`config.mk`:
```
export PLATFORM = sky130hd
export DESIGN_NAME = fakeram_bist_ctrl
export DESIGN_NICKNAME = d
export VERILOG_FILES = /design/src/rtl/fakeram_bist_pkg.sv /design/src/rtl/fakeram_bist_cmp.sv /design/src/rtl/fakeram_bist_ctrl.sv
export SDC_FILE = /design/constraint.sdc
export NUM_CORES = 1
export LEC_CHECK = 0
export ABC_CLOCK_PERIOD_IN_PS = 3500
export CAP_MARGIN = 20
export CORE_ASPECT_RATIO = 0.75
export CORE_UTILIZATION = 39
export DETAILED_ROUTE_END_ITERATION = 10
export GPL_TIMING_DRIVEN = 0
export PLACE_DENSITY = 0.92
export SLEW_MARGIN = 15
export SYNTH_ARGS = -nofsm -noshare
export SYNTH_HDL_FRONTEND = slang
export SYNTH_HIERARCHICAL = 1
export SYNTH_SLANG_ARGS = --single-unit
```
`constraint.sdc`:
```
create_clock -name clk -period 3.5 [get_ports clk]
set_input_delay 0.525 -clock clk [delete_from_list [all_inputs] [get_ports clk]]
set_output_delay 0.525 -clock clk [all_outputs]
set_load 0.02 [all_outputs]
```
`src/rtl/fakeram_bist_pkg.sv`:
```
// Shared types and the March C- element table for the fakeram BIST initiator.
// Optional feature macro used by the design: FAKERAM_BIST_ERRCNT_EN.
package fakeram_bist_pkg;

    typedef enum logic [2:0] {
        PH_W0_UP   = 3'd0,
        PH_R0W1_UP = 3'd1,
        PH_R1W0_UP = 3'd2,
        PH_R0W1_DN = 3'd3,
        PH_R1W0_DN = 3'd4,
        PH_R0_DN   = 3'd5
    } march_phase_e;

    typedef enum logic [1:0] {
        ST_IDLE  = 2'd0,
        ST_RUN   = 2'd1,
        ST_DRAIN = 2'd2,
        ST_DONE  = 2'd3
    } bist_state_e;

    // down: address direction; rd/wr flags say which ops the element has, *_val is the data bit
    typedef struct packed {
        logic down;
        logic has_rd;
        logic rd_val;
        logic has_wr;
        logic wr_val;
    } march_elem_t;

    localparam int NUM_ELEMS = 6;

    localparam march_elem_t MARCH_TBL [NUM_ELEMS] = '{
        '{1'b0, 1'b0, 1'b0, 1'b1, 1'b0},
        '{1'b0, 1'b1, 1'b0, 1'b1, 1'b1},
        '{1'b0, 1'b1, 1'b1, 1'b1, 1'b0},
        '{1'b1, 1'b1, 1'b0, 1'b1, 1'b1},
        '{1'b1, 1'b1, 1'b1, 1'b1, 1'b0},
        '{1'b1, 1'b1, 1'b0, 1'b0, 1'b0}
    };

    function automatic march_elem_t elem_of(input march_phase_e ph);
        march_elem_t e;
        case (ph)
            PH_W0_UP:   e = MARCH_TBL[0];
            PH_R0W1_UP: e = MARCH_TBL[1];
            PH_R1W0_UP: e = MARCH_TBL[2];
            PH_R0W1_DN: e = MARCH_TBL[3];
            PH_R1W0_DN: e = MARCH_TBL[4];
            PH_R0_DN:   e = MARCH_TBL[5];
            default:    e = MARCH_TBL[0];
        endcase
        return e;
    endfunction

    function automatic march_phase_e next_phase(input march_phase_e ph);
        march_phase_e n;
        case (ph)
            PH_W0_UP:   n = PH_R0W1_UP;
            PH_R0W1_UP: n = PH_R1W0_UP;
            PH_R1W0_UP: n = PH_R0W1_DN;
            PH_R0W1_DN: n = PH_R1W0_DN;
            PH_R1W0_DN: n = PH_R0_DN;
            default:    n = PH_W0_UP;
        endcase
        return n;
    endfunction

    // In a read-then-write element the second sub-op is the write
    function automatic logic op_is_write(input march_elem_t e, input logic sub);
        return e.has_wr && (!e.has_rd || sub);
    endfunction

endpackage

```
`src/rtl/fakeram_bist_cmp.sv`:
```
// Read-check pipeline: registers expected word and tag per read, compares rd one cycle later,
// captures the first failure. FAKERAM_BIST_ERRCNT_EN adds a saturating miscompare counter.
module fakeram_bist_cmp
    import fakeram_bist_pkg::*;
#(
    parameter int BITS         = 64,
    parameter int ADDR_WIDTH   = 9,
    parameter int ERRCNT_WIDTH = 16
) (
    input  logic                    clk,
    input  logic                    rst_n,
    input  logic                    i_clr,
    input  logic                    i_rd_issue,
    input  logic                    i_exp_bit,
    input  logic [ADDR_WIDTH-1:0]   i_addr,
    input  march_phase_e            i_phase,
    input  logic [BITS-1:0]         i_rd,
`ifdef FAKERAM_BIST_ERRCNT_EN
    output logic [ERRCNT_WIDTH-1:0] o_err_cnt,
`else
    output logic                    o_mis,
`endif
    output logic                    o_fail,
    output logic [ADDR_WIDTH-1:0]   o_fail_addr,
    output march_phase_e            o_fail_phase
);

    logic                  r_vld;
    logic [BITS-1:0]       r_exp;
    logic [ADDR_WIDTH-1:0] r_tag_addr;
    march_phase_e          r_tag_phase;
    logic                  r_fail;
    logic [ADDR_WIDTH-1:0] r_fail_addr;
    march_phase_e          r_fail_phase;
    logic                  w_mis;

    assign w_mis = r_vld && (i_rd != r_exp);

    // Expected-value and tag stage for the read currently on the RAM bus
    always_ff @(posedge clk or negedge rst_n) begin
        if (!rst_n) begin
            r_vld       <= 1'b0;
            r_exp       <= {BITS{1'b0}};
            r_tag_addr  <= {ADDR_WIDTH{1'b0}};
            r_tag_phase <= PH_W0_UP;
        end else if (i_clr) begin
            r_vld       <= 1'b0;
        end else begin
            r_vld <= i_rd_issue;
            if (i_rd_issue) begin
                r_exp       <= {BITS{i_exp_bit}};
                r_tag_addr  <= i_addr;
                r_tag_phase <= i_phase;
            end
        end
    end

    // Sticky first-failure capture; later miscompares leave the record alone
    always_ff @(posedge clk or negedge rst_n) begin
        if (!rst_n) begin
            r_fail       <= 1'b0;
            r_fail_addr  <= {ADDR_WIDTH{1'b0}};
            r_fail_phase <= PH_W0_UP;
        end else if (i_clr) begin
            r_fail       <= 1'b0;
            r_fail_addr  <= {ADDR_WIDTH{1'b0}};
            r_fail_phase <= PH_W0_UP;
        end else if (w_mis && !r_fail) begin
            r_fail       <= 1'b1;
            r_fail_addr  <= r_tag_addr;
            r_fail_phase <= r_tag_phase;
        end
    end

    assign o_fail       = r_fail;
    assign o_fail_addr  = r_fail_addr;
    assign o_fail_phase = r_fail_phase;

`ifdef FAKERAM_BIST_ERRCNT_EN
    localparam logic [ERRCNT_WIDTH-1:0] CNT_MAX = {ERRCNT_WIDTH{1'b1}};
    localparam logic [ERRCNT_WIDTH-1:0] CNT_ONE = {{(ERRCNT_WIDTH-1){1'b0}}, 1'b1};
    logic [ERRCNT_WIDTH-1:0] r_err_cnt;

    // Saturating miscompare counter
    always_ff @(posedge clk or negedge rst_n) begin
        if (!rst_n) begin
            r_err_cnt <= {ERRCNT_WIDTH{1'b0}};
        end else if (i_clr) begin
            r_err_cnt <= {ERRCNT_WIDTH{1'b0}};
        end else if (w_mis && (r_err_cnt != CNT_MAX)) begin
            r_err_cnt <= r_err_cnt + CNT_ONE;
        end
    end

    assign o_err_cnt = r_err_cnt;
`else
    assign o_mis = w_mis;
`endif

endmodule

```
`src/rtl/fakeram_bist_ctrl.sv`:
```
// March C- BIST initiator for a fakeram130 single-port macro: sequencer, FSM and RAM request bus.
// FAKERAM_BIST_ERRCNT_EN: count every miscompare and always run to completion.
module fakeram_bist_ctrl
    import fakeram_bist_pkg::*;
#(
    parameter int BITS         = 64,
    parameter int ADDR_WIDTH   = 9,
    parameter int ERRCNT_WIDTH = 16
) (
    input  logic                    clk,
    input  logic                    rst_n,
    input  logic                    start_i,
    output logic                    busy_o,
    output logic                    done_o,
    output logic                    fail_o,
    output logic [ADDR_WIDTH-1:0]   fail_addr_o,
    output logic [2:0]              fail_phase_o,
    output logic [ADDR_WIDTH-1:0]   addr_o,
    output logic                    ce_o,
    output logic                    we_o,
    output logic [BITS-1:0]         wd_o,
    output logic [BITS-1:0]         wmsk_o,
`ifdef FAKERAM_BIST_ERRCNT_EN
    output logic [ERRCNT_WIDTH-1:0] err_cnt_o,
`endif
    input  logic [BITS-1:0]         rd_i
);

    localparam logic [ADDR_WIDTH-1:0] ADDR_ZERO = {ADDR_WIDTH{1'b0}};
    localparam logic [ADDR_WIDTH-1:0] ADDR_LAST = {ADDR_WIDTH{1'b1}};
    localparam logic [ADDR_WIDTH-1:0] ADDR_ONE  = {{(ADDR_WIDTH-1){1'b0}}, 1'b1};

    bist_state_e           r_state, w_state_nxt;
    march_phase_e          r_phase, w_phase_nxt;
    logic                  r_sub, w_sub_nxt;
    logic [ADDR_WIDTH-1:0] r_addr, w_addr_nxt;
    logic                  r_ce, r_we, r_busy, r_done;
    logic [BITS-1:0]       r_wd, r_wmsk;
    logic                  w_issue, w_we_nxt, w_start_acc, w_last_addr;
    logic                  w_rd_issue, w_exp_bit;
    march_elem_t           w_cur, w_nxt;
    march_phase_e          w_fail_phase;
`ifndef FAKERAM_BIST_ERRCNT_EN
    logic                  w_mis;
`endif

    // Next state and next RAM op; r_phase/r_sub/r_addr always describe the op on the bus
    always_comb begin
        w_start_acc = start_i && ((r_state == ST_IDLE) || (r_state == ST_DONE));
        w_cur       = elem_of(r_phase);
        w_last_addr = w_cur.down ? (r_addr == ADDR_ZERO) : (r_addr == ADDR_LAST);
        w_state_nxt = r_state;
        w_phase_nxt = r_phase;
        w_sub_nxt   = r_sub;
        w_addr_nxt  = r_addr;
        w_issue     = 1'b0;
        case (r_state)
            ST_IDLE, ST_DONE: begin
                if (w_start_acc) begin
                    w_state_nxt = ST_RUN;
                    w_phase_nxt = PH_W0_UP;
                    w_sub_nxt   = 1'b0;
                    w_addr_nxt  = ADDR_ZERO;
                    w_issue     = 1'b1;
                end else begin
                    w_state_nxt = r_state;
                end
            end
            ST_RUN: begin
`ifndef FAKERAM_BIST_ERRCNT_EN
                if (w_mis) begin
                    w_state_nxt = ST_DONE;
                end else
`endif
                if (w_cur.has_rd && w_cur.has_wr && !r_sub) begin
                    w_sub_nxt = 1'b1;
                    w_issue   = 1'b1;
                end else if (!w_last_addr) begin
                    w_sub_nxt  = 1'b0;
                    w_addr_nxt = w_cur.down ? (r_addr - ADDR_ONE) : (r_addr + ADDR_ONE);
                    w_issue    = 1'b1;
                end else if (r_phase == PH_R0_DN) begin
                    w_state_nxt = ST_DRAIN;
                end else begin
                    // element boundary: reload the counter with no idle cycle
                    w_phase_nxt = next_phase(r_phase);
                    w_sub_nxt   = 1'b0;
                    w_addr_nxt  = elem_of(next_phase(r_phase)).down ? ADDR_LAST : ADDR_ZERO;
                    w_issue     = 1'b1;
                end
            end
            ST_DRAIN: begin
                w_state_nxt = ST_DONE;
            end
            default: begin
                w_state_nxt = ST_IDLE;
            end
        endcase
        w_nxt    = elem_of(w_phase_nxt);
        w_we_nxt = w_issue && op_is_write(w_nxt, w_sub_nxt);
    end

    // State, sequencer and registered RAM request outputs
    always_ff @(posedge clk or negedge rst_n) begin
        if (!rst_n) begin
            r_state <= ST_IDLE;
            r_phase <= PH_W0_UP;
            r_sub   <= 1'b0;
            r_addr  <= ADDR_ZERO;
            r_ce    <= 1'b0;
            r_we    <= 1'b0;
            r_wd    <= {BITS{1'b0}};
            r_wmsk  <= {BITS{1'b0}};
            r_busy  <= 1'b0;
            r_done  <= 1'b0;
        end else begin
            r_state <= w_state_nxt;
            r_phase <= w_phase_nxt;
            r_sub   <= w_sub_nxt;
            r_addr  <= w_addr_nxt;
            r_ce    <= w_issue;
            r_we    <= w_we_nxt;
            r_wd    <= w_we_nxt ? {BITS{w_nxt.wr_val}} : {BITS{1'b0}};
            r_wmsk  <= w_we_nxt ? {BITS{1'b1}} : {BITS{1'b0}};
            r_busy  <= (w_state_nxt == ST_RUN) || (w_state_nxt == ST_DRAIN);
            r_done  <= (w_state_nxt == ST_DONE);
        end
    end

    assign w_rd_issue = r_ce && !r_we;
    assign w_exp_bit  = w_cur.rd_val;

    fakeram_bist_cmp #(
        .BITS         (BITS),
        .ADDR_WIDTH   (ADDR_WIDTH),
        .ERRCNT_WIDTH (ERRCNT_WIDTH)
    ) u_cmp (
        .clk          (clk),
        .rst_n        (rst_n),
        .i_clr        (w_start_acc),
        .i_rd_issue   (w_rd_issue),
        .i_exp_bit    (w_exp_bit),
        .i_addr       (r_addr),
        .i_phase      (r_phase),
        .i_rd         (rd_i),
`ifdef FAKERAM_BIST_ERRCNT_EN
        .o_err_cnt    (err_cnt_o),
`else
        .o_mis        (w_mis),
`endif
        .o_fail       (fail_o),
        .o_fail_addr  (fail_addr_o),
        .o_fail_phase (w_fail_phase)
    );

    assign fail_phase_o = w_fail_phase;
    assign busy_o       = r_busy;
    assign done_o       = r_done;
    assign addr_o       = r_addr;
    assign ce_o         = r_ce;
    assign we_o         = r_we;
    assign wd_o         = r_wd;
    assign wmsk_o       = r_wmsk;

endmodule

```
==> impl_metrics.csv, run 1 <==
group,metric,value,unit
run_status,status,"finished clean",
worst_setup_path,crit_path_end_kind,"flop",
place,dp_cells,783,
route,drt_iter0_markers,165,
cts,ctsHoldBuffers,0,
cts,cts_num_sinks,47,
layout,final_cells,792,
logic_synthesis,ys_seq_elements,47,
layout,areaGrowthSynthToFinish,67.3,%
timing,setup_violations,0,
global_route,grt_use_total,20.5,%
cts,cts_buffer_depth,2,
worst_setup_path,startpoint,"rd_i[34]",
worst_setup_path,critical_path_required,3660,ps
global_route,antenna_found_initial,0,
power_and_ir_drop,ir_drop,0.314,mV
worst_setup_path,worstPathMaxFanout,3,
logic_synthesis,seq_area_frac_synth,30.3,%
route,route.vias.total,3725,
global_route,grt_pass1_vias,3344,
logic_synthesis,synthDistinctLibCells,54,
layout,final_common_cell,"clkdlybuf4s50_1",
route,vias_per_cell,4.70,
logic_synthesis,yosysWarnings,6,
cts,numCtsBuffers,5,
global_route,gr-total-overflow,0,
place,io_buffer_count,220,
logic_synthesis,synth-edff-count,0,
logic_synthesis,synthFlopType,"dfrtp_1",
worst_setup_path,timing.rr.end,"wmsk_o[62]",
die,io_pins,221,
cts,htree_levels,2,
timing,worst_pin_slew,578,ps
die,num_rows,31,
logic_synthesis,syn_nets,506,
timing,fmax,289,MHz
timing,rsz0062_at_grt,"true",
die,coreArea,9660,um2
worst_setup_path,cp-start-kind,"primary input",
layout,fillerInstances,727,
logic_synthesis,yosysTopAreaCell,"dfrtp_1",
die,die_h,88.4,um
place,hpwl,9.05,mm
timing,drv_slew,0,
cts,clk_latency,290,ps
power_and_ir_drop,total_power,4.10,mW
timing,fin_skew,7.82,ps
route,postRouteAntennaNets,0,
place,gp_congestion,0.814,
worst_setup_path,r2r_cells,10,
worst_setup_path,rr_startpoint,"u_cmp/r_exp[0]",
layout,final_layout_size_suffix_gt1_share,24.7,%
min_path,hold_class,"primary input to asynchronous set/reset pin",
timing,slew_headroom,61.5,%
timing,hold_viol_final,0,
run,drv_cap,0,
layout,final_nets,737,
logic_synthesis,synthArstFlopShare,100,%
cts,clkSlewWorstSetupHoldPaths,70,ps
layout,final_util,67.2,%
power_and_ir_drop,p_leak,2.82,nW
route,drc_errors,0,
die,die_x,117,um
global_route,grt_max_degree,56,
die,die-area,10400,um2
timing,finalCriticalPeriod,3460,ps
worst_setup_path,regToRegSetupSlack,200,ps
logic_synthesis,syn_inst,428,
power_and_ir_drop,power_density,632,nW/um2
logic_synthesis,netlist_area,3880,um2
worst_setup_path,worstSetupPathType,"primary input to flop",
timing,final.period_utilization,99.0,%
global_route,grt_pass1_wl,16.7,mm
cts,cts_tree,"built",
route,first_pass_iters,5,
die,initial_core_util,40.2,%
cts,root_buffer,"clkbuf_16",
layout,antenna_cells,0,
layout,final_cell_mix,"clkdlybuf4s50_1 (219), buf_4 (129), dfrtp_1 (45)",
logic_synthesis,synthTopCellsByArea,"dfrtp_1 (30%), buf_4 (25%), nand2b_1 (4.2%)",
logic_synthesis,yosysTopAreaCellShare,30.3,%
worst_setup_path,cp.arrival,3630,ps
logic_synthesis,avgSynthCellArea,9.06,um2
route,wirelength,11.2,mm
route,avgRoutedWirePerCell,14.2,um
-- metal layers --
layer  share of wire, %  global-route usage [%]  vias to the layer above
li1                   -                       -                     1830
met1                 41                    25.7                     1731
met2                 51                    36.7                      144
met3                6.0                    3.70                       20
met4                1.4                    4.60                        0
met5                  0                       0                        -
-- state kept, by name, indices dropped and copies added, names as in the netlist --
name                flops
ce_o                    1
addr_o                  9
u_cmp/r_tag_phase       3
busy_o                  1
u_cmp/o_fail_addr       9
u_cmp/o_fail            1
wmsk_o                  1
u_cmp/o_fail_phase      3
done_o                  1
u_cmp/r_vld             1
wd_o                    1
r_phase                 3
r_state                 2
u_cmp/r_exp             1
r_sub                   1
u_cmp/r_tag_addr        9
-- logic make-up after synthesis --
kind of cell               after synthesis  share of synthesized area (%)
AOI/OAI and AO/OA                       51                           9.87
xor gates and xnor gates                 8                           1.81
adders and majority gates               11                           3.74
buffers and inverters                  145                           27.0
DFF                                     47                           30.3
muxes                                   25                           6.87
and+or+nand+nor                        141                           20.4
-- worst max path at each step --
stage / cells past startpoint / to
floorplan: 10 / addr_o[8]
global placement: 11 / addr_o[8]
detailed placement: 11 / addr_o[8]
CTS: 12 / wmsk_o[62]
global route: 12 / wmsk_o[62]
finish: 10 / wmsk_o[62]
-- timing repair --
item,in CTS,in global routing
setup endpoints to repair,9,10
buffers inserted,2,0
pin swaps,1,0
gates resized for setup,1,3
-- report_power, final --
group          switching, mW  internal, mW
clock network          0.198         0.285
registers              0.113         0.635
logic                   1.32          1.55
-- cell usage after synthesis (2+ instances only) --
| cell | number |
|---|---|
| buf_4 | 127 |
| dfrtp_1 | 47 |
| nand2b_1 | 26 |
| nor2_1 | 26 |
| nand2_1 | 20 |
| o21ai_0 | 15 |
| mux2_1 | 13 |
| nor3_1 | 13 |
| mux2i_1 | 12 |
| a21oi_1 | 10 |
| ha_1 | 10 |
| nand4_1 | 10 |
| or4_1 | 9 |
| nand3_1 | 8 |
| or3_1 | 8 |
| inv_1 | 7 |
| xnor2_1 | 7 |
| nor4_1 | 6 |
| clkbuf_1 | 5 |
| o22ai_1 | 4 |
| a21o_1 | 3 |
| nor2b_1 | 3 |
| and2_1 | 2 |
| buf_1 | 2 |
| buf_2 | 2 |
| nor4_2 | 2 |
| o21bai_1 | 2 |
| o41ai_1 | 2 |
| or4_4 | 2 |
-- stage by stage --
step / setup slack [ps] / cell area (um2) / TNS, ps / hold WS [ps]
after floorplan: 406 / 3880 / 0 / 229
after global placement: -416 / 6250 / -3290 / 471
after detailed placement: -443 / 6300 / -3690 / 472
after CTS: 60.8 / 6480 / 0 / 163
after global routing: -37.8 / 6490 / -37.8 / 177
final: 35.3 / 6490 / 0 / 152
-- area by class of cell --
| type | count | area (um2) | area share, % |
|---|---|---|---|
| buffer | 137 | 1020 | 15.7 |
| clock buffer | 6 | 139 | 2.14 |
| clock inverter | 2 | 16.3 | 0.251 |
| inverter | 7 | 26.3 | 0.405 |
| multi-input combinational | 236 | 1670 | 25.8 |
| sequential | 47 | 1180 | 18.2 |
| tap | 132 | 165 | 2.55 |
| timing repair buffer | 225 | 2270 | 35.0 |
-- critical path, stage by stage --
cell and delay, ps:
clkdlybuf4s50_1 420, or4_1 530, nor4_1 260, o22ai_1 130
o41a_1 490, buf_4 180, o21ai_0 310, o211ai_4 150
a22o_4 290, o311a_1 350
(Power assumes the default switching activity.)
==> inputs of run 2 (changes only) <==
Settings changed: RECOVER_POWER set to 25.
==> impl_metrics.csv, run 2 (synthesis results as in run 1) <==
group,metric,value,unit
worst_setup_path,crit_path_end_kind,"flop",
cts,cts_num_sinks,47,
global_route,antenna_found_initial,0,
timing,final.period_utilization,99.0,%
cts,cts_buffer_depth,2,
timing,tns,0,ps
global_route,grt_use_total,20.5,%
route,wirelength,11.3,mm
timing,setup_violations,0,
run,drv_cap,1,
place,io_buffer_count,220,
worst_setup_path,worstPathMaxFanout,3,
route,avgRoutedWirePerCell,14.2,um
timing,worst_pin_slew,1700,ps
cts,clkSlewWorstSetupHoldPaths,70,ps
layout,finalInstanceArea,6470,um2
die,die-area,10400,um2
route,first_pass_iters,5,
die,io_pins,221,
worst_setup_path,slowest_stage,"or4_1",
die,die_x,117,um
power_and_ir_drop,power_density,632,nW/um2
timing,hold_viol_final,0,
global_route,grt_pass1_wl,16.7,mm
worst_setup_path,cp.arrival,3630,ps
timing,finalCriticalPeriod,3460,ps
layout,final_cells,792,
worst_setup_path,critical_path_required,3660,ps
route,postRouteAntennaNets,0,
cts,clk_latency,290,ps
route,route.vias.total,3725,
timing,drv_slew,34,
die,initial_core_util,40.2,%
cts,cts_tree,"built",
run_status,violations,"capacitance limit, slew limit",
cts,root_buffer,"clkbuf_16",
timing,fin_skew,6.96,ps
layout,final_layout_size_suffix_gt1_share,24.4,%
layout,antenna_cells,0,
place,gp_congestion,0.814,
die,die_h,88.4,um
layout,final_cell_mix,"clkdlybuf4s50_1 (205), buf_4 (129), dfrtp_1 (45)",
worst_setup_path,max_stage_delay,530,ps
layout,final_common_cell,"clkdlybuf4s50_1",
timing,slew_headroom,-13.2,%
place,postPlaceCellArea,6300,um2
cts,htree_levels,2,
route,drt_iter0_markers,177,
worst_setup_path,worstSetupPathType,"primary input to flop",
run_status,status,"finished, violations left",
layout,areaGrowthSynthToFinish,66.8,%
cts,ctsHoldBuffers,0,
worst_setup_path,cp-start-kind,"primary input",
timing,rsz0062_at_grt,"true",
cts,numCtsBuffers,5,
timing,fmax,289,MHz
route,vias_per_cell,4.70,
min_path,hold_class,"primary input to asynchronous set/reset pin",
worst_setup_path,path_cells,"clkdlybuf4s50_1 -> or4_1 -> nor4_1 -> o22ai_1 -> o41a_1 -> buf_4 -> o21ai_0 -> o211ai_4 -> a22o_4 -> o311a_1",
layout,final_util,67.0,%
place,dp_cells,783,
place,hpwl,9.05,mm
die,coreArea,9660,um2
global_route,grt_max_degree,56,
layout,final_nets,737,
die,num_rows,31,
global_route,gr-total-overflow,0,
global_route,grt_pass1_vias,3344,
route,drc_errors,0,
power_and_ir_drop,p_leak,2.86,nW
power_and_ir_drop,ir_drop,0.314,mV
[run 2: changes by cell type in the layout (fill, tap and decap cells not counted)]
| cell | previous run | this run |
|---|---|---|
| clkbuf_1 | 4 | 6 |
| clkdlybuf4s50_1 | 219 | 205 |
| buf_12 | 4 | 3 |
| dlygate4sd3_1 | 0 | 14 |
| buf_2 | 3 | 2 |
[run 2: worst paths after layout]
path                                startpoint                   to  slack (ps)  cells past startpoint
setup reg to reg                u_cmp/r_exp[0]           wmsk_o[62]         200                     10
hold / removal                           rst_n            addr_o[4]         320                      1
setup / recovery                      rd_i[34]           wmsk_o[62]          40                     10
hold reg to reg            u_cmp/r_tag_addr[3]  u_cmp/r_tag_addr[3]         490                      1
min in group clk           u_cmp/r_tag_addr[3]  u_cmp/r_tag_addr[3]         490                      1
max in group asynchronous                rst_n             wd_o[62]         990                      2
[run 2: routing by layer]
| layer | routed length (um) | GRT usage, % |
|---|---|---|
| met1 | 4700 | 25.7 |
| met2 | 5770 | 36.7 |
| met3 | 641 | 3.70 |
| met4 | 150 | 4.60 |
| met5 | 0 | 0 |
[run 2: through the flow]
stage          setup slack, ps  hold slack [ps]  total power [mW]
2_1_floorplan              406              229              2.46
3_3_place_gp              -416              471              3.56
4_1_cts                   60.8              163              4.12
3_5_place_dp              -443              472              3.61
5_1_grt                  -37.8              388              4.34
6_report                  36.4              319              4.09
[run 2: cell type report]
| cell class | count | area, um2 |
|---|---|---|
| Clock buffer | 6 | 139 |
| Fill cell | 730 | 3190 |
| Timing Repair Buffer | 225 | 2250 |
| Inverter | 7 | 26.3 |
| Clock inverter | 2 | 16.3 |
| Multi-Input combinational cell | 236 | 1670 |
| Tap cell | 132 | 165 |
| Buffer | 137 | 1020 |
| Sequential cell | 47 | 1180 |
[run 2: worst max-delay path: cells and delay by family]
kind	cells	cell delay, ps
AO/OA/AOI/OAI	6	1720
AND/OR/NAND/NOR	2	790
buffers and inverters	2	600
[run 2: repair_timing]
item / CTS / global route
setup buffers: 2 / 0
setup endpoints to repair: 9 / 10
gates resized for setup: 1 / 3
pin swaps: 1 / 0
[run 2: where the power goes]
part           switching, mW  total [mW]  internal (mW)
Sequential             0.112       0.747          0.635
Clock                  0.199       0.485          0.285
Combinational           1.32        2.86           1.54
Total                   1.63        4.09           2.46
==> inputs of run 3 (changes only) <==
Settings changed: PLACE_DENSITY 0.92 to 0.82.
==> impl_metrics.csv, run 3 (synthesis results as in run 1) <==
group,metric,value,unit
global_route,grt_pass1_wl,17.2,mm
place,io_buffer_count,220,
worst_setup_path,worstSetupPathType,"primary input to flop",
worst_setup_path,startpoint,"rd_i[18]",
layout,seq_area,1180,um2
layout,fillerInstances,732,
timing,slew_headroom,-9.09,%
die,die_x,117,um
route,wl_met3,652,um
global_route,grt_max_degree,44,
power_and_ir_drop,ir_drop,0.290,mV
route,wirelength,11.4,mm
power_and_ir_drop,switchingPower,1.64,mW
worst_setup_path,worstPathMaxFanout,4,
cts,clk_latency,280,ps
worst_setup_path,rr_startpoint,"r_phase[0]",
route,highest_layer,"met4",
place,pre_cts_slack,-445,ps
die,coreArea,9660,um2
power_and_ir_drop,p_leak,2.88,nW
worst_setup_path,cp.arrival,3540,ps
layout,multi_input_area,1680,um2
layout,final_nets,737,
power_and_ir_drop,combPwrFrac,68.8,%
timing,drv_slew,33,
die,num_rows,31,
layout,final_layout_size_suffix_gt1_share,24.8,%
layout,antenna_cells,0,
place,gp_congestion,0.815,
route,route.vias.total,3715,
power_and_ir_drop,p_int,2.53,mW
route,avgRoutedWirePerCell,14.4,um
route,postRouteAntennaNets,0,
cts,cts_num_sinks,47,
route,wl_met1,4.90,mm
die,die_h,88.4,um
min_path,hold_class,"primary input to asynchronous set/reset pin",
cts,htree_levels,2,
cts,cts_tree,"built",
run,drv_cap,1,
global_route,antenna_found_initial,0,
cts,ctsHoldBuffers,0,
timing,worst_pin_slew,1640,ps
run_status,violations,"capacitance limit, slew limit",
route,wl_met2,5.60,mm
global_route,grt_use_total,21.1,%
place,postPlaceCellArea,6310,um2
worst_setup_path,critical_path_required,3670,ps
run_status,status,"finished, violations left",
route,vias_per_cell,4.69,
worst_setup_path,crit_path_end_kind,"flop",
timing,finalCriticalPeriod,3370,ps
layout,final_cell_mix,"clkdlybuf4s50_1 (204), buf_4 (130), dfrtp_1 (45)",
power_and_ir_drop,p_clk_share,12.8,%
timing,setup_violations,0,
place,hpwl,9.34,mm
cts,root_buffer,"clkbuf_16",
layout,final_common_cell,"clkdlybuf4s50_1",
timing,fin_skew,5.99,ps
power_and_ir_drop,power_frac_seq,18.4,%
timing,rsz0062_at_grt,"false",
die,die-area,10400,um2
timing,final.period_utilization,96.3,%
power_and_ir_drop,sw_frac_of_total,39.3,%
cts,clkSlewWorstSetupHoldPaths,70,ps
timing,timing.final.ws_setup,129,ps
layout,areaGrowthSynthToFinish,67.7,%
timing,fmax,297,MHz
route,drc_errors,0,
power_and_ir_drop,total_power,4.16,mW
layout,finalInstanceArea,6510,um2
layout,final_util,67.4,%
route,first_pass_iters,4,
global_route,gr-total-overflow,0,
global_route,grt_pass1_vias,3427,
die,io_pins,221,
power_and_ir_drop,power_density,640,nW/um2
cts,numCtsBuffers,5,
worst_setup_path,cp-start-kind,"primary input",
die,initial_core_util,40.2,%
cts,cts_buffer_depth,2,
route,drt_iter0_markers,127,
timing,hold_viol_final,0,
## run 3: critical path, cell delays in order
cell	delay, ps
clkdlybuf4s50_1	430
or4_1	570
nor4_2	270
o22ai_1	110
o41a_1	540
buf_4	190
o21ai_2	170
o211ai_4	120
a22o_4	290
o311a_1	340
## run 3: what timing repair did
item                       CTS  global route
setup buffers                2             1
pin swaps                    1             1
setup endpoints to repair    9            11
resized for setup            1             6
## run 3: path summary, 6_finish.rpt
check / slack (ps) / cells after the start / endpoint
hold reg to reg: 490 / 1 / u_cmp/r_tag_phase[2]
max in group asynchronous: 1080 / 2 / wd_o[62]
setup reg to reg: 350 / 11 / addr_o[8]
hold / removal: 310 / 1 / addr_o[4]
min in group clk: 490 / 1 / u_cmp/r_tag_phase[2]
setup / recovery: 130 / 10 / wmsk_o[62]
## run 3: power by group through the flow
stage / Clock (mW) / Combinational, mW / Sequential [mW]
after global placement: 0 / 2.77 / 0.812
after detailed placement: 0 / 2.85 / 0.780
after floorplan: 0 / 1.62 / 0.840
after global routing: 0.566 / 3.06 / 0.792
final: 0.533 / 2.87 / 0.766
after CTS: 0.543 / 2.88 / 0.771
## run 3: area by class of cell
cell class | instances | share of cell area, %
buffer | 136 | 15.6
sequential | 47 | 18.1
multi-input combinational | 236 | 25.9
clock inverter | 3 | 0.673
tap | 132 | 2.54
clock buffer | 5 | 1.92
inverter | 7 | 0.404
timing repair buffer | 226 | 34.9
## run 3: layer usage
| metal | GRT usage, % | up-vias |
|---|---|---|
| met5 | 0 | - |
| met2 | 35.5 | 132 |
| met4 | 5.75 | 0 |
| met1 | 27.6 | 1743 |
| li1 | - | 1822 |
| met3 | 4.45 | 18 |
## run 3: metrics by stage
stage	std cells	TNS, ps	hold slack, ps
after CTS	793	0	168
after global routing	792	0	378
final	792	0	309
after global placement	780	-2710	473
after detailed placement	783	-3460	468
after floorplan	428	0	229
==> RTL change, RTL diff (settings of run 3) <==
`BITS` is set to 64 in 2 places; all go to 56.
--- a/src/rtl/fakeram_bist_cmp.sv
+++ b/src/rtl/fakeram_bist_cmp.sv
@@ -3,7 +3,7 @@
 module fakeram_bist_cmp
     import fakeram_bist_pkg::*;
 #(
-    parameter int BITS         = 64,
+    parameter int BITS         = 56,
     parameter int ADDR_WIDTH   = 9,
     parameter int ERRCNT_WIDTH = 16
 ) (
--- a/src/rtl/fakeram_bist_ctrl.sv
+++ b/src/rtl/fakeram_bist_ctrl.sv
@@ -3,7 +3,7 @@
 module fakeram_bist_ctrl
     import fakeram_bist_pkg::*;
 #(
-    parameter int BITS         = 64,
+    parameter int BITS         = 56,
     parameter int ADDR_WIDTH   = 9,
     parameter int ERRCNT_WIDTH = 16
 ) (
Interface: changed (resized rd_i, wd_o and wmsk_o); port bits go from 221 to 197. No check against the original RTL was run, so the function may have changed too.
==> RTL change against run 3 <==
  * The flow still finishes with violations (capacitance limit, slew limit)
  * Via count grew 1.7%
  * Area after synthesis shrank 1.3%
  * Sequential cell count is the same
  * Worst setup slack lost 0.022 ns
  * Count of clock-buffer cells in the layout is the same
  * Routed wire length shrank 0.44%
  * Cell area shrank 4.5%
  * Critical endpoint is now wmsk_o[54]
  * Largest cell class unchanged
  * Highest routed layer unchanged
Power is left out: it rests on default switching activity, and per cell area and clock period it moved more than threefold.
==> RTL change: results (changes against run 3) <==
outcome: "complete, but fails checks"
violations: "capacitance limit, slew limit"
crit_start: "rd_i[51]"
critPathArrivalTime_ns: 3.57  # +0.03 ns
met2_length_mm: 5.58  # -0.27%
syn_nets: 516  # +2.0%
synth.avg_cell_area_um2: 8.62  # -4.9%
fillers: 717  # -2.0%
grt_max_degree: 57  # +30%
synthTopCellsByCount: "buf_4 (112), dfrtp_1 (47), nand2_1 (40)"
hpwl_mm: 8.84  # -5.4%
grt_pass1_wl_mm: 17.5  # +1.7%
synth_area_leaders: "dfrtp_1 (31%), buf_4 (22%), ha_1 (3.9%)"
met3_usage: 0.0401  # -0.00438
wl_per_cell_um: 14.5  # +0.83%
via_per_inst: 4.83  # +3.0%
drive_gt1_frac: 0.249  # +0.000751
grt_use_total: 0.218  # +0.00635
cap_viol_max_count: 1  # unchanged
critPathMaxStageDelay_ns: 0.49  # -0.08 ns
fin_hold_ws_ns: 0.334  # +0.0251 ns
skew_ns: 0.00317  # -0.00282 ns
num_vias: 3777  # +1.7%
use_met1: 0.269  # -0.00713
ys_seq_area_frac: 0.307  # +0.00406
endpoint: "wmsk_o[54]"
r2r_slack_ns: 0.23  # -0.12 ns
slew_violations: 33  # unchanged
grt_pass1_vias: 3482  # +1.6%
ys_types: 65  # +20%
slew_headroom: -0.123  # -0.0321
met1_length_mm: 4.80  # -2.1%
## RTL change: changes by cell type in the layout (fill, tap and decap cells not counted), moves of 12 or more
| cell | run 3 | this run |
|---|---|---|
| buf_4 | 130 | 116 |
| nand2b_1 | 26 | 13 |
| mux2i_1 | 12 | 0 |
| inv_1 | 7 | 26 |
| clkdlybuf4s50_1 | 204 | 180 |
| mux2_1 | 13 | 0 |
| nand2_1 | 20 | 40 |
## RTL change: cell type report
class,count,area share
Timing Repair Buffer,202,0.326
Multi-Input combinational cell,246,0.269
Inverter,27,0.0169
Sequential cell,47,0.190
Clock buffer,5,0.0201
Tap cell,128,0.0258
Buffer,124,0.148
Clock inverter,3,0.00443
## RTL change: cell families (layout without fill, tap and decap cells)
kind of cell               count (synthesis)  after routing  synth area share
buffers and inverters                    151            361             0.267
muxes                                      2              2           0.00588
xor gates and xnor gates                   7              7            0.0160
and+or+nand+nor                          147            147             0.204
adders and majority gates                 13             13            0.0445
DFF                                       47             47             0.307
AOI/OAI and AO/OA                         77             77             0.156
## RTL change: stage by stage
stage / setup WS [ns] / instance area (um2) / util / TNS, ns
after detailed placement: -0.546 / 5990 / 0.646 / -0.979
after CTS: 0.0272 / 6200 / 0.669 / 0
final: 0.107 / 6210 / 0.670 / 0
after global placement: -0.544 / 5950 / 0.642 / -0.949
after global routing: -0.122 / 6210 / 0.670 / -0.122
after floorplan: 0.231 / 3830 / - / 0
## RTL change: timing repair
action | in CTS | in global routing
resized for setup | 6 | 8
buffers inserted | 4 | 0
pin swaps | 4 | 11
endpoints found under the setup margin | 1 | 1
## RTL change: worst reg2reg max path: cells and delay by family, from the launching register on
kind	cells	cell delay (ns)
AO/OA/AOI/OAI	5	1.28
AND/OR/NAND/NOR	5	1.07
flip-flops	1	0.44
buffers and inverters	3	0.37
